**src/rtl/uni_to_bin_acc.sv**
```systemverilog
// Unary-to-binary accumulator: counts the ones of a 2^INWD-bit product stream
// and presents the binary count on a valid/ready port.
module uni_to_bin_acc #(
  parameter int INWD = 8,
  parameter int SKIP = 1
) (
  input  logic            clk,
  input  logic            rst,
  input  logic            start,
  input  logic            iBit,
  input  logic            iReady,
  output logic [INWD:0]   oData,
  output logic            oValid,
  output logic            oBusy
);

  typedef enum logic [1:0] {
    IDLE = 2'd0,
    WAIT = 2'd1,
    ACC  = 2'd2,
    DONE = 2'd3
  } state_t;

  localparam int              SKIP_M1   = (SKIP > 0) ? SKIP - 1 : 0;
  localparam logic [3:0]      SKIP_LOAD = SKIP_M1[3:0];
  localparam bit              NO_SKIP   = (SKIP == 0);
  localparam logic [INWD-1:0] WIN_LAST  = {INWD{1'b1}};

  state_t            state_r, state_nxt_s;
  logic [3:0]        skip_r, skip_nxt_s;
  logic [INWD-1:0]   win_r, win_nxt_s;
  logic [INWD:0]     ones_r, ones_nxt_s;
  logic [INWD:0]     data_r, data_nxt_s;
  logic              valid_r, busy_r;
  logic              launch_s, count_s;

  // Next-state, counter and result logic; the edge that enters ACC also counts its bit.
  always_comb begin
    state_nxt_s = state_r;
    skip_nxt_s  = skip_r;
    win_nxt_s   = win_r;
    ones_nxt_s  = ones_r;
    data_nxt_s  = data_r;
    launch_s    = 1'b0;
    count_s     = 1'b0;

    case (state_r)
      IDLE: begin
        if (start) begin
          launch_s = 1'b1;
        end else begin
          state_nxt_s = IDLE;
        end
      end
      WAIT: begin
        if (skip_r == 4'd0) begin
          state_nxt_s = ACC;
          count_s     = 1'b1;
        end else begin
          skip_nxt_s = skip_r - 4'd1;
        end
      end
      ACC: begin
        count_s = 1'b1;
      end
      DONE: begin
        if (iReady) begin
          if (start) begin
            launch_s = 1'b1;
          end else begin
            state_nxt_s = IDLE;
          end
        end else begin
          state_nxt_s = DONE;
        end
      end
      default: begin
        state_nxt_s = IDLE;
      end
    endcase

    // A new window always starts from cleared counters.
    if (launch_s) begin
      win_nxt_s  = {INWD{1'b0}};
      ones_nxt_s = {(INWD+1){1'b0}};
      if (NO_SKIP) begin
        state_nxt_s = ACC;
        count_s     = 1'b1;
      end else begin
        state_nxt_s = WAIT;
        skip_nxt_s  = SKIP_LOAD;
      end
    end else begin
      win_nxt_s = win_nxt_s;
    end

    if (count_s) begin
      ones_nxt_s = ones_nxt_s + {{INWD{1'b0}}, iBit};
      if (win_nxt_s == WIN_LAST) begin
        state_nxt_s = DONE;
        data_nxt_s  = ones_nxt_s;
      end else begin
        data_nxt_s = data_r;
      end
      win_nxt_s = win_nxt_s + {{(INWD-1){1'b0}}, 1'b1};
    end else begin
      ones_nxt_s = ones_nxt_s;
    end
  end

  // State, counters and registered outputs.
  always_ff @(posedge clk) begin
    if (rst) begin
      state_r <= IDLE;
      skip_r  <= 4'd0;
      win_r   <= {INWD{1'b0}};
      ones_r  <= {(INWD+1){1'b0}};
      data_r  <= {(INWD+1){1'b0}};
      valid_r <= 1'b0;
      busy_r  <= 1'b0;
    end else begin
      state_r <= state_nxt_s;
      skip_r  <= skip_nxt_s;
      win_r   <= win_nxt_s;
      ones_r  <= ones_nxt_s;
      data_r  <= data_nxt_s;
      valid_r <= (state_nxt_s == DONE);
      busy_r  <= (state_nxt_s == WAIT) || (state_nxt_s == ACC);
    end
  end

  assign oData  = data_r;
  assign oValid = valid_r;
  assign oBusy  = busy_r;

endmodule

```
**config.mk**
```make
export PLATFORM = sky130hd
export DESIGN_NAME = uni_to_bin_acc
export DESIGN_NICKNAME = d
export VERILOG_FILES = /design/src/rtl/uni_to_bin_acc.sv
export SDC_FILE = /design/constraint.sdc
export NUM_CORES = 1
export LEC_CHECK = 0
export BUFFER_PORTS_ARGS = -buffer_cell sky130_fd_sc_hd__buf_2
export CAP_MARGIN = 30
export CELL_PAD_IN_SITES_DETAIL_PLACEMENT = 1
export CELL_PAD_IN_SITES_GLOBAL_PLACEMENT = 2
export CORE_MARGIN = 5
export CORE_UTILIZATION = 30
export CTS_CLUSTER_SIZE = 30
export DETAILED_ROUTE_END_ITERATION = 8
export PLACE_DENSITY = 0.64
export SYNTH_ARGS = -nofsm -noshare
export SYNTH_HDL_FRONTEND = slang
export SYNTH_SLANG_ARGS = --single-unit
export TNS_END_PERCENT = 50
```
**constraint.sdc**
```tcl
create_clock -name clk -period 4.2 [get_ports clk]
set_input_delay 0.63 -clock clk [delete_from_list [all_inputs] [get_ports clk]]
set_output_delay 0.63 -clock clk [all_outputs]
set_load 0.02 [all_outputs]
```
==> metrics.txt <==
Detailed Place HPWL 2960 µm; Fin Setup TNS 0 ns; CP Class flip-flop to flip-flop; CTS sink cnt 34; Slew HR 59.7%; switching share of power 26.8%; num rows 27; Mapped Cells 192; number of antenna violations at the first check in global routing 0; Slew Limit Fails 0; Int Pwr ~490 µW; Initial Util 31.0%; DR iter-0 viols 42; area leader, netlist dfxtp_1; via count 1,336; crit path DAT ~3.3 ns; vias per inst 4.77; first-pass GRT wire length 6970 µm; CORE AREA ~0.0055 mm²; sequential-to-total area share from yosys stat 39.7%; 1st-pass router iterations 4; Final Net Count 221; Setup Fix Bufs, Post-CTS 0; sequential share of power 49.9%; Post-Syn Area per Cell 8.93 µm²; share of Yosys cell area claimed by the top area cell type 39.7%; dominant cells by area after synthesis dfxtp_1, ha_1, nor2_1; syn nets 206; post_cts resized 0; Fin Hold WS 0.487 ns; chip width 85.6 µm; Slowest cell on crit path or3b_4; average wire per standard cell 14.2 µm; port bufs 15; Comb pwr share 11.4%; worst path required time 4.36 ns; Die Area 0.00733 mm²; vias in the first global route roughly 1,500; final hold viol count 0; total track usage 12.0%; worst hold path type flip-flop to flip-flop; number of diodes 0; synthesized area 0.00172 mm²; Num CTS Buffers 5; Least-Margin Pin Slew 0.603 ns; CTS Buffer Depth 2; DR DRC count 0; RSZ-0062 raised after global routing false; area delta synth->final 12.3%; Ys Warns 0; Post-CTS Hold Buffers 0; clock root cell clkbuf_8; share of post-route cells with drive strength above 1 between 15 and 20%; Pwr Density approximately 340 mW/mm²; Synth Register Bits 34; status finished clean; Max Cap Viol 0; CTS tree built; Worst Skew 0.00664 ns; global placement routability congestion about 0.74; design area between 0.0015 and 0.002 mm²; clock slew at reported path FFs 0.07 ns; post-route insts no fill 280; startpoint types flip-flop; Max Clk Rate 0.322 GHz; Routed Antenna Nets 0; GRT overflow 0; endpoint type of the worst setup path flip-flop; Worst R2R Setup Slack around 1.1 ns; Unique masters post-synth 44; Final min period 3.11 ns; Critical Path, Cell by Cell inv_1 > ha_1 > or3b_4 > and2_1 > ha_1 > o211ai_4 > nor2_8 > a211oi_1 > nand2_1 > ha_1 > nor2b_1; Final Setup Violations 0; slowest stage delay, CP 0.52 ns; Worst Path Max Fanout 16; chip height about 86 µm; switching power 178 µW; Max VDD drop between 100 and 150 µV; pin count of the biggest net entering global routing 25; CP most frequent cell ha_1; final period utilization 74.0%; I/O Pins 16; Filler cells 679; placed insts 272; Leak Pwr 0.729 nW; dpl cell area 0.00184 mm²; CTS HTree Levels 2; Clk pwr share 38.8%; final wirelength 3980 µm; worst-skew pair later-pin latency 0.29 ns; final core occ 34.8%
==> routing by layer <==
metal  track usage, %  wire length, µm  up-vias
li1                 -                -      679
met4             3.88               57        0
met1             13.3             1720      638
met2             22.4             2110       12
met3             2.88               86        7
met5                0                0        -
==> critical path, delay by kind of cell, from the launching register on <==
| kind | cells | cell delay (ns) |
|---|---|---|
| fa+ha+maj | 3 | 0.95 |
| flops | 1 | 0.38 |
| buf+inv | 1 | 0.08 |
| compound gates | 2 | 0.47 |
| simple gates | 5 | 1.09 |
==> final timing paths <==
| kind | end | cells past startpoint | from |
|---|---|---|---|
| setup / recovery | oBusy$_SDFF_PP0_ | 11 | state_r[0]$_SDFF_PP0_ |
| hold / removal | oData[4]$_SDFFE_PP0P_ | 2 | oData[4]$_SDFFE_PP0P_ |
| setup reg to reg | oBusy$_SDFF_PP0_ | 11 | state_r[0]$_SDFF_PP0_ |
| hold reg to reg | oData[4]$_SDFFE_PP0P_ | 2 | oData[4]$_SDFFE_PP0P_ |
==> area by class of cell <==
| class | instances | area, µm² | share of cell area (%) |
|---|---|---|---|
| clock buffers | 7 | 86.3 | 4.48 |
| clock inverters | 1 | 5.00 | 0.260 |
| well taps | 72 | 90.1 | 4.68 |
| multi-input cells | 146 | 971 | 50.4 |
| repair buffers | 15 | 75.1 | 3.90 |
| inverters | 5 | 18.8 | 0.974 |
| flip-flops and latches | 34 | 681 | 35.3 |
==> Yosys cell counts (all sizes together) <==
master  instances
o31ai           1
clkbuf          2
o21a            2
o211ai          2
buf             5
and4            1
xnor2          10
ha              9
and4bb          1
or2             1
a21boi          1
a21oi          11
or3b            2
nor4            1
and2            4
xor2           11
or2b            1
o21ai           7
nand3           8
nand4           5
a21o            1
a211oi          5
nand2          18
mux2i           2
nand2b          2
inv             5
nor2b           4
nor3b           1
or3             2
o21bai          1
dfxtp          34
nor2           29
nor3            2
and3            1
==> cell usage in the layout, fill, tap and decap left out, types with 5 or more instances in the layout <==
cell type	netlist	final
nand2_1	17	17
dfxtp_1	34	34
xor2_1	11	11
inv_1	5	5
buf_2	3	15
ha_1	9	9
nor2_1	27	27
nand3_1	7	7
a21oi_1	11	11
o21ai_0	6	6
clkbuf_8	0	6
xnor2_1	10	10
==> power groups by stage <==
stage | sequential, mW | clock (mW) | combinational, mW
after floorplan | 0.340 | 0 | 0.0570
after global placement | 0.338 | 0 | 0.0747
after detailed placement | 0.338 | 0 | 0.0779
after CTS | 0.331 | 0.268 | 0.0781
after global routing | 0.331 | 0.282 | 0.0860
final | 0.331 | 0.257 | 0.0754
==> cell families (layout without fill, tap and decap cells) <==
group / after synthesis / after routing / synth area share (%)
AND/OR/NAND/NOR: 83 / 83 / 25.9
XOR/XNOR: 21 / 21 / 10.7
AO/OA/AOI/OAI: 31 / 31 / 12.3
buffers and inverters: 12 / 28 / 3.72
multiplexers: 2 / 2 / 1.17
flip-flops: 34 / 34 / 39.7
adder cells (fa/ha/maj): 9 / 9 / 6.56
==> registers in the layout, indices dropped and copies added (netlist names) <==
| signal | flops |
|---|---|
| oData | 9 |
| ones_r | 9 |
| win_r | 8 |
| skip_r | 4 |
| state_r | 2 |
| oBusy | 1 |
| oValid | 1 |
==> metrics by stage <==
| stage | total power, mW | setup slack (ns) |
|---|---|---|
| 3_5_place_dp | 0.416 | 1.06 |
| 2_1_floorplan | 0.397 | 1.30 |
| 6_report | 0.663 | 1.09 |
| 4_1_cts | 0.677 | 1.04 |
| 5_1_grt | 0.699 | 0.897 |
| 3_3_place_gp | 0.412 | 1.22 |
Power figures use the tool's default switching activity.
